===== src/rtl/rf_write_arbiter_pkg.sv =====
// Shared register-file constants: data/select widths, GPR count and arbiter FSM states.
package rf_write_arbiter_pkg;
  localparam int DWIDTH_DAT    = 16;
  localparam int AWIDTH_REG    = 3;
  localparam int INST_START    = 0;
  localparam int RF_NREG       = 6;
  localparam int RF_STARVE_MAX = 4;

  localparam logic [0:0] ARB_IDLE  = 1'b0;
  localparam logic [0:0] ARB_CLEAR = 1'b1;
endpackage


===== src/rtl/rf_write_arbiter.sv =====
// Purpose: owns the RF write port; arbitrates CPU writeback, debug host and a GPR clear sequencer.
// Latency: zero -- the write is muxed combinationally in the request cycle (keeps RF forwarding intact).
// Backpressure: CPU is stalled when not granted; debug is held until dbg_ack and is forced after STARVE_MAX denials.
module rf_write_arbiter
  import rf_write_arbiter_pkg::*;
#(
  parameter int DWIDTH     = DWIDTH_DAT,
  parameter int AWIDTH     = AWIDTH_REG,
  parameter int NREG       = RF_NREG,
  parameter int STARVE_MAX = RF_STARVE_MAX
) (
  input  logic              clk,
  input  logic              rst,
  input  logic              cpu_we,
  input  logic [AWIDTH-1:0] cpu_ws,
  input  logic [DWIDTH-1:0] cpu_wd,
  output logic              cpu_stall,
  input  logic              dbg_req,
  input  logic [AWIDTH-1:0] dbg_ws,
  input  logic [DWIDTH-1:0] dbg_wd,
  output logic              dbg_ack,
  output logic              dbg_err,
  input  logic              clr_start,
  output logic              clr_busy,
  output logic              clr_done,
  output logic [AWIDTH-1:0] rf_ws,
  output logic [DWIDTH-1:0] rf_wd,
  output logic              rf_we
);
  localparam int SW = $clog2(STARVE_MAX + 1);
  localparam logic [AWIDTH-1:0] NREG_A     = AWIDTH'(NREG);
  localparam logic [AWIDTH-1:0] LAST_IDX   = AWIDTH'(NREG - 1);
  localparam logic [SW-1:0]     STARVE_LIM = SW'(STARVE_MAX);

  logic [0:0]        fsm;
  logic [AWIDTH-1:0] clr_idx;
  logic [SW-1:0]     starve_cnt;
  logic [SW-1:0]     starve_nxt;
  logic              dbg_sel;
  logic              dbg_ok;
  logic              cpu_ok;

  // Debug wins when the CPU is idle, or when it has been passed over STARVE_MAX times.
  assign dbg_sel = dbg_req && ((starve_cnt == STARVE_LIM) || !cpu_we);
  assign dbg_ok  = (dbg_ws < NREG_A);
  assign cpu_ok  = (cpu_ws < NREG_A);

  always_comb begin
    rf_ws      = cpu_ws;
    rf_wd      = cpu_wd;
    rf_we      = 1'b0;
    cpu_stall  = cpu_we;
    dbg_ack    = 1'b0;
    dbg_err    = 1'b0;
    clr_busy   = 1'b0;
    clr_done   = 1'b0;
    starve_nxt = starve_cnt;
    if (rst) begin
      starve_nxt = '0;
    end else if (fsm == ARB_CLEAR) begin
      rf_ws    = clr_idx;
      rf_wd    = '0;
      rf_we    = 1'b1;
      clr_busy = 1'b1;
      clr_done = (clr_idx == LAST_IDX);
    end else if (dbg_sel) begin
      rf_ws      = dbg_ws;
      rf_wd      = dbg_wd;
      rf_we      = dbg_ok;
      dbg_ack    = 1'b1;
      dbg_err    = !dbg_ok;
      starve_nxt = '0;
    end else if (cpu_we) begin
      rf_we      = cpu_ok;
      cpu_stall  = 1'b0;
      if (!dbg_req)
        starve_nxt = '0;
      else if (starve_cnt != STARVE_LIM)
        starve_nxt = starve_cnt + SW'(1);
    end else begin
      starve_nxt = '0;
    end
  end

  always_ff @(posedge clk) begin
    if (rst) begin
      fsm        <= ARB_IDLE;
      clr_idx    <= '0;
      starve_cnt <= '0;
    end else begin
      starve_cnt <= starve_nxt;
      if (fsm == ARB_IDLE) begin
        if (clr_start) begin
          fsm     <= ARB_CLEAR;
          clr_idx <= '0;
        end
      end else if (clr_idx == LAST_IDX) begin
        fsm     <= ARB_IDLE;
        clr_idx <= '0;
      end else begin
        clr_idx <= clr_idx + AWIDTH'(1);
      end
    end
  end
endmodule


===== config.mk =====
export PLATFORM = sky130hd
export DESIGN_NAME = rf_write_arbiter
export DESIGN_NICKNAME = d
export VERILOG_FILES = /design/src/rtl/rf_write_arbiter_pkg.sv /design/src/rtl/rf_write_arbiter.sv
export SDC_FILE = /design/constraint.sdc
export NUM_CORES = 1
export LEC_CHECK = 0
export ABC_AREA = 1
export BUFFER_PORTS_ARGS = -buffer_cell sky130_fd_sc_hd__buf_2
export CAP_MARGIN = 20
export CORE_MARGIN = 1.5
export CORE_UTILIZATION = 37
export DETAILED_ROUTE_END_ITERATION = 6
export PLACE_DENSITY = 0.8
export SETUP_SLACK_MARGIN = 0.02
export SYNTH_ARGS = -nofsm -noshare
export SYNTH_HDL_FRONTEND = slang
export SYNTH_SLANG_ARGS = --single-unit

===== constraint.sdc =====
create_clock -name clk -period 1.55 [get_ports clk]
set_input_delay 0.155 -clock clk [delete_from_list [all_inputs] [get_ports clk]]
set_output_delay 0.155 -clock clk [all_outputs]
set_load 0.05 [all_outputs]

Yosys cells after proc, flatten, opt, wreduce, memory -nomap -nowiden:

Index checks and enable logic that the tools add are counted.

* flip-flop bits (word level): 7
* input bits: 43
* logic and storage cells: 51
* output and inout port bits: 25

* equality and inequality tests: 4
* add/sub/neg operators: 2
* order comparisons: 2
* multiplexer cells: 33
* reductions and logical operators: 6
* bitwise logic cells: 1

Operators with widths (count)
* 16-bit two-way mux: 3
* 3-bit two-way mux: 10
* 1-bit two-way mux: 20
* 3-bit by 1-bit adder with 3-bit output (second input constant): 2
* 3-bit == test (second input constant): 2
* 3-bit < comparator (second input constant): 2
* 4-bit by 2-bit != test with 1-bit output (second input constant): 1
* 3-bit != test (second input constant): 1
* 1-bit logical NOT: 2
* 2-bit AND reduction: 1
* 2-bit nonzero test: 1
* 1-bit logical AND: 1
* 1-bit logical OR: 1
* 1-bit NOT: 1

Longest topological paths before layout:

Gate-level depths: netlist (run 1).

* depth in word-level cells: 6
* depth in mapped cells: 9
* mapped depth without buffers: 9

Worst setup path after synthesis (run 1):

Ideal clock, no wire load.

* kind: register to output
* start point: register starve_cnt[0]
* end point: output port dbg_err
* arrival: 1.821 ns
* cell stages (with the launch flop): 7
* path buffers: 0
* required time: 1.395 ns
* setup slack: -0.426 ns
* cells stage by stage: dfxtp_1 > inv_1 > ha_1 > nand2_2 > nand2_2 > nand2_4 > nor3_1

* word-level cells in the longest chain between the ends: 6

Ends and longest elaborated chain
* start: declaration: RTL line rf_write_arbiter.sv:37 `logic [SW-1:0] starve_cnt;`
* start signal: assignment: RTL line rf_write_arbiter.sv:91 `starve_cnt <= starve_nxt;`
* 3-bit == test: RTL line rf_write_arbiter.sv:44 `assign dbg_sel = dbg_req && ((starve_cnt == STARVE_LIM) || !cpu_we);`
* 1-bit logical OR: RTL line rf_write_arbiter.sv:44
* 1-bit logical AND: RTL line rf_write_arbiter.sv:44
* 1-bit two-way mux: RTL line rf_write_arbiter.sv:66 `end else if (dbg_sel) begin`
* 1-bit two-way mux: RTL line rf_write_arbiter.sv:60 `end else if (fsm == ARB_CLEAR) begin`
* 1-bit two-way mux: RTL line rf_write_arbiter.sv:58 `if (rst) begin`
* end: declaration: RTL line rf_write_arbiter.sv:22 `output logic dbg_err,`

Every way passes these cells.

Worst setup path in the final report (run 1):

* start point: register starve_cnt[1]
* end point: output port rf_wd[13]

* word-level cells in the longest chain between the ends: 6

Ends and longest elaborated chain
* 3-bit == test: RTL line rf_write_arbiter.sv:44
* 1-bit logical OR: RTL line rf_write_arbiter.sv:44
* 1-bit logical AND: RTL line rf_write_arbiter.sv:44
* 16-bit two-way mux: RTL line rf_write_arbiter.sv:66
* 16-bit two-way mux: RTL line rf_write_arbiter.sv:60
* 16-bit two-way mux: RTL line rf_write_arbiter.sv:58
* end: declaration: RTL line rf_write_arbiter.sv:27 `output logic [DWIDTH-1:0] rf_wd,`

Every way passes these cells.

==> reports/metrics.cfg, run 1 <==
[floorplanning]
dieHeight_um=48.12
die-area_sq_mm=0.002316
initial_core_util_pct=38.79
ios=68
die_w_um=48.12
num_rows=16
core_area_sq_mm=0.001942

[yosys]
ys.flop_type=dfxtp_1
async_reset_ff_share_pct=0
seq_area_frac_synth_pct=18.60
synth_top_cell_by_area=nand2_1
synth_fp_nets=174
synth_cell_types=25
synth_top_area_share_pct=24.92
yosysWarnings=0
ys_top_cells_by_area=nand2_1, dfxtp_1, nand3_1, inv_1, nand2_2
synth_edf_count=0
yosys_register_bits=7
syn_inst=129
avgSynthCellArea_sq_um=5.839
syn_area_sq_um=753.2

[timing]
rsz0062_at_grt=true
hold_viol=0
finalCriticalPeriod_ns=1.784
finalSetupViolCount=23
post-route-period-util_pct=115.1
drv_slew=0
setup_slack_ns=-0.2340
fmaxAchievable_mhz=560.5
slew_headroom_pct=72.97
fin_skew_ns=0.003515
worst_slew_pin_slew_ns=0.4055

[cts]
h-tree-depth=1
cts_max_path_buffers=2
clk_pin_slew_ns=0.06
clkLatencyLatePin_ns=0.25
cts_root_buf=clkbuf_4
postCtsHoldBufs=0
cts_buffers=3
clock-sinks=7
tritoncts=done

[finish]
layout-drive-gt1-share_pct=64.62
num_antenna_cells=0
nets=258
area_delta_synth_final_pct=118.3
postLayoutCellArea_sq_mm=0.001644

[routing]
wl_met2_um=2139
drc=0
initialDrtViolationCount=79
route.met3.wl_um=328
wirelength_um=4101
routed.top_layer=met4
vias=1351
wl_met1_um=1422
viasPerCell=5.653
antenna_left=0
wl_per_cell_um=17.16
dr.pass1.iters=4

[global_routing]
grt_pass1_wl_um=4712
first_global_vias=1083
grt_overflow=0
grt_max_degree=20
grtUsageTotal_pct=30.09
antenna_found_initial=0

[placed_design]
post-place-ws_ns=-0.06809
port_buffers=67
dp_hpwl_um=1871
place_congestion=0.8648
placed_area_sq_mm=0.001180

[pwr]
p_sw_uw=474.5
combPwrFrac_pct=63.6
ir_worst_vdd_v=0.0005361
intPower_uw=523.9
p_leak_nw=0.8437
p_sw_share_pct=47.52
pwr-share-clk_pct=16.8
finalPower_uw=998.4
seqPwrFrac_pct=19.6
power.density_mw_per_mm2=607.3

[worst_setup_path]
required_ns=1.39
critPathKind=flip-flop to primary output
crit_fanout=5
startpoint=starve_cnt[1]
arrival_ns=1.63
r2r_start=starve_cnt[0]
critPathLaunchType=flip-flop
critPathCaptureType=primary output

[job]
drv_cap=0

[min_path]
holdCritPathClass=input pin to flip-flop
min_from=clr_start

[status]
violations=negative setup slack
status=complete, but fails checks

==> metal layers <==
metal	track usage [%]	vias up
met5	0	-
met4	19.46	0
met3	5.556	28
met2	53.33	105
met1	32.51	616
li1	-	602
==> critical path, stage by stage, from the launching register on <==
cell and delay (ns):
dfxtp_2 0.33, inv_2 0.08, ha_4 0.14, nand2_4 0.07, nand2_8 0.13, nand2_8 0.08, nor2_4 0.22, nand2_1 0.10
nand2_2 0.09, buf_8 0.14
==> cell usage in the layout, fill, tap and decap left out, types with 2 or more instances in the layout <==
cell type   n
nand2_8     3
buf_8      16
dfxtp_2     3
inv_2       4
nor2_4      4
buf_2      44
o21ai_0     4
nor3_4      2
buf_6       9
dfxtp_1     4
nand2_2    26
inv_1       9
clkbuf_4    3
a21oi_1     3
nand3_4     2
nand3_1    20
nand3_2     7
buf_4       8
nand2_1    27
==> power by group through the flow <==
stage	sequential, mW	combinational (mW)	clock [mW]
after floorplan	0.196	0.313	0
after global placement	0.196	0.436	0
after detailed placement	0.196	0.441	0
after CTS	0.193	0.575	0.164
after global routing	0.196	0.662	0.181
final	0.195	0.635	0.168
==> metrics by stage <==
step / TNS (ns) / cells / utilization, % / hold WS, ns
after floorplan: 0 / 129 / - / 0.3291
after detailed placement: -0.5897 / 225 / 60.76 / 0.4672
after global routing: -5.016 / 239 / 84.66 / 0.2874
after global placement: -0.1518 / 225 / 60.76 / 0.4525
after CTS: -2.410 / 235 / 78.93 / 0.2585
final: -3.778 / 239 / 84.66 / 0.2751
==> final cells by class <==
| cell class | count | area (sq um) |
|---|---|---|
| Sequential cell | 7 | 143.9 |
| Fill cell | 107 | 297.8 |
| Inverter | 14 | 55.05 |
| Clock buffer | 4 | 26.28 |
| Tap cell | 27 | 33.78 |
| Multi-Input combinational cell | 110 | 763.2 |
| Timing Repair Buffer | 77 | 621.8 |
==> sequential cells by signal (all words and copies together), names as in the netlist <==
register and count:
starve_cnt 3, fsm 1, clr_idx 3
==> logic make-up after synthesis <==
| logic type | Yosys count | synth area share, % |
|---|---|---|
| adder cells (fa/ha/maj) | 2 | 3.322 |
| flip-flops | 7 | 18.60 |
| buffers and inverters | 18 | 12.29 |
| AO/OA/AOI/OAI | 12 | 8.972 |
| AND/OR/NAND/NOR | 90 | 56.81 |
==> repair_timing <==
item / 4_1_cts / 5_1_grt
setup buffers: 1 / 3
endpoints found under the setup margin: 23 / 25
gates resized for setup: 77 / 22
pin swaps: 21 / 19
cloned: 5 / 1
==> synth_stat cells, types with 2 or more instances <==
cell type,count
nor3_1,2
buf_2,2
nand2_2,5
a21oi_1,4
o21ai_0,4
nand3_1,26
dfxtp_1,7
nand2_1,50
ha_1,2
inv_1,12
==> worst paths after layout <==
check | to | slack, ns | cells past startpoint
setup / recovery | rf_wd[13] | -0.23 | 9
hold / removal | fsm | 0.28 | 5
setup reg to reg | starve_cnt[2] | 0.21 | 5
hold reg to reg | clr_idx[2] | 0.49 | 2
Note: power is estimated with default switching activity, not from simulation.
==> run 2: changes to the inputs <==
CAP_MARGIN = unset   (was 20)
CTS_CLUSTER_SIZE = 40   (was unset)
SETUP_SLACK_MARGIN = 0.15   (was 0.02)
==> reports/metrics.cfg, run 2 <==
[status]
status=aborted with a tool error
stop_stage=global routing
stop_error=[ERROR DPL-0038] Utilization greater than 100%, impossible to legalize

[yosys]
synth_cell_types=25
synth_most_common_cell=nand2_1
avgSynthCellArea_sq_um=5.839
syn_area_sq_um=753.2
synth_edf_count=0
synth_fp_nets=174
synth_commonest_cells=nand2_1, nand3_1, inv_1
seq_area_frac_synth_pct=18.60
async_reset_ff_share_pct=0
ys.flop_type=dfxtp_1
ys_top_cells_by_area=nand2_1, dfxtp_1, nand3_1, inv_1, nand2_2
yosysWarnings=0
yosys_register_bits=7
synth_top_area_share_pct=24.92
syn_inst=129
synth_top_cell_by_area=nand2_1

[cts]
cts_buffers=3
cts_root_buf=clkbuf_4
h-tree-depth=1
postCtsHoldBufs=0
clock-sinks=7
cts_max_path_buffers=2

[placed_design]
dp_cells=231
port_buffers=67
place_congestion=0.7651
dp_hpwl_um=2239
post-place-ws_ns=-0.07033

[floorplanning]
initial_core_util_pct=38.79
ios=68
dieHeight_um=48.12
num_rows=16
die_w_um=48.12

[timing]
crit_endpoint=rf_wd[11]
worst-ep-kind=top-level output

[global_routing]
grt_max_degree=20

[run 2: kinds of logic after synthesis]
family / count (synthesis) / share of synthesized area (%)
and+or+nand+nor: 90 / 56.81
buffers and inverters: 18 / 12.29
AOI/OAI and AO/OA: 12 / 8.972
DFF: 7 / 18.60
adders and majority gates: 2 / 3.322
[run 2: repair_timing]
action | in CTS
endpoints found under the setup margin | 25
gates resized for setup | 84
pin swaps | 12
cloned | 2
buffers inserted | 4
[run 2: metrics by stage]
step                setup TNS [ns]  cell area, sq um  hold slack (ns)  util [%]
floorplan                        0              1021           0.3291         -
global placement          -0.02721              1480           0.4650     76.22
detailed placement         -0.6922              1480           0.4754     76.22
CTS                         -4.039              1857           0.2057     95.62
==> run 3: changes to the inputs <==
CORE_AREA = 2 2 63 65   (was unset)
CORE_MARGIN = unset   (was 1.5)
CORE_UTILIZATION = unset   (was 37)
CTS_CLUSTER_SIZE = unset   (was 40)
DIE_AREA = 0 0 65 67   (was unset)
PLACE_DENSITY = unset   (was 0.8)
PLACE_DENSITY_LB_ADDON = 0.15   (was unset)
SETUP_SLACK_MARGIN = unset   (was 0.15)
==> reports/metrics.cfg, run 3 (synthesis results as in run 1) <==
[global_routing]
grt_overflow=0
grt_pass1_wl_um=5023
first_global_vias=1081
grt_max_degree=21
antenna_found_initial=0
grtUsageTotal_pct=14.92

[pwr]
p_leak_nw=0.9116
power.density_mw_per_mm2=612.4
ir_worst_vdd_v=0.0004668

[min_path]
min_from=clr_start
holdCritPathClass=input pin to flip-flop

[cts]
cts_root_buf=clkbuf_8
cts_buffers=3
h-tree-depth=1
cts_max_path_buffers=2
tritoncts=done
clock-sinks=7
clkLatencyLatePin_ns=0.23
clk_pin_slew_ns=0.04
postCtsHoldBufs=0

[routing]
drc=0
initialDrtViolationCount=15
wl_per_cell_um=13.01
antenna_left=0
dr.pass1.iters=4
viasPerCell=4.533
wirelength_um=3395
vias=1183

[timing]
fin_skew_ns=0.003087
finalCriticalPeriod_ns=1.668
worst_slew_pin_slew_ns=0.2692
fmaxAchievable_mhz=599.6
rsz0062_at_grt=true
slew_headroom_pct=82.06
setup_slack_ns=-0.1179
finalSetupViolCount=23
drv_slew=0
hold_viol=0
post-route-period-util_pct=107.6

[status]
status=complete, but fails checks
violations=negative setup slack

[floorplanning]
die_w_um=65
core_area_sq_mm=0.003606
num_rows=22
dieHeight_um=67
ios=68
die-area_sq_mm=0.004355
initial_core_util_pct=20.89

[placed_design]
place_congestion=0.7281
dp_cells=248
port_buffers=67
dp_hpwl_um=2080

[worst_setup_path]
cp_common_cell=nand3_4
required_ns=1.39
critPathLaunchType=flip-flop
crit_chain=inv_2 > ha_4 > nand2_4 > nand2_8 > nand3_4 > clkbuf_16 > nand3_4 > nand2_2 > buf_8
critPathKind=flip-flop to primary output
critPathCaptureType=primary output
crit_fanout=4
arrival_ns=1.51
r2r_start=starve_cnt[0]
startpoint=starve_cnt[0]
slowest_stage=dfxtp_2
slowest_delay_ns=0.31

[finish]
utilization_pct=49.93
nets=259
reg_top3=clr_idx (3), starve_cnt (3), fsm (1)
layout_commonest_cell=buf_2
num_antenna_cells=0
layout-drive-gt1-share_pct=67.14
layout_common_cells=buf_2, nand2_1, nand2_2
fin_cells=261
area_delta_synth_final_pct=139.0
fill_cells=332

[job]
drv_cap=0

## run 3: what timing repair did
| item | in CTS | in global routing |
|---|---|---|
| endpoints found under the setup margin | 23 | 23 |
| pin swaps | 10 | 2 |
| gates resized for setup | 81 | 24 |
| gates cloned | 5 | 1 |
| setup buffers | 0 | 3 |
## run 3: final cells by class
| type | instances | area (sq um) | share of cell area [%] |
|---|---|---|---|
| Tap cell | 48 | 60.06 | 3.336 |
| Multi-Input combinational cell | 108 | 805.8 | 44.75 |
| Inverter | 14 | 55.05 | 3.058 |
| Sequential cell | 7 | 142.6 | 7.922 |
| Clock buffer | 4 | 45.04 | 2.502 |
| Timing Repair Buffer | 80 | 691.9 | 38.43 |
## run 3: per-layer routing
metal / up-vias / track usage, % / routed length [um]
met3: 2 / 4.392 / 332
met1: 529 / 17.54 / 1387
li1: 594 / - / -
met2: 58 / 27.06 / 1661
met4: 0 / 2.394 / 14
met5: - / 0 / 0
## run 3: power by group
group | internal [mW] | leakage [nW] | switching (mW)
Clock | 0.179 | 0.0228 | 0.0861
Combinational | 0.258 | 0.831 | 0.388
Sequential | 0.187 | 0.0579 | 0.00498
Total | 0.624 | 0.912 | 0.479
## run 3: final timing paths
kind                        end  slack, ns  depth (start not counted)
hold reg to reg      clr_idx[2]       0.47                          2
hold / removal              fsm       0.26                          5
setup reg to reg  starve_cnt[2]       0.40                          5
setup / recovery      rf_wd[13]      -0.12                          9
## run 3: through the flow
| step | TNS [ns] | instance area, sq um | hold slack [ns] | setup slack [ns] | power [mW] |
|---|---|---|---|---|---|
| after global routing | -3.573 | 1800 | 0.2992 | -0.1951 | 1.153 |
| after floorplan | 0 | 792.0 | 0.3291 | 0.003915 | 0.5062 |
| after CTS | -1.720 | 1648 | 0.2560 | -0.1035 | 1.063 |
| final | -2.080 | 1800 | 0.2566 | -0.1179 | 1.103 |
| after global placement | -0.3297 | 1235 | 0.4633 | -0.04087 | 0.6533 |
| after detailed placement | -0.5175 | 1235 | 0.4652 | -0.05964 | 0.6508 |
## run 3: worst max-delay path, delay by kind of cell, from the launching register on
kind / cells / cell delay (ns)
flip-flops: 1 / 0.31
adder cells (fa/ha/maj): 1 / 0.14
AND/OR/NAND/NOR: 5 / 0.40
buffers and inverters: 3 / 0.42
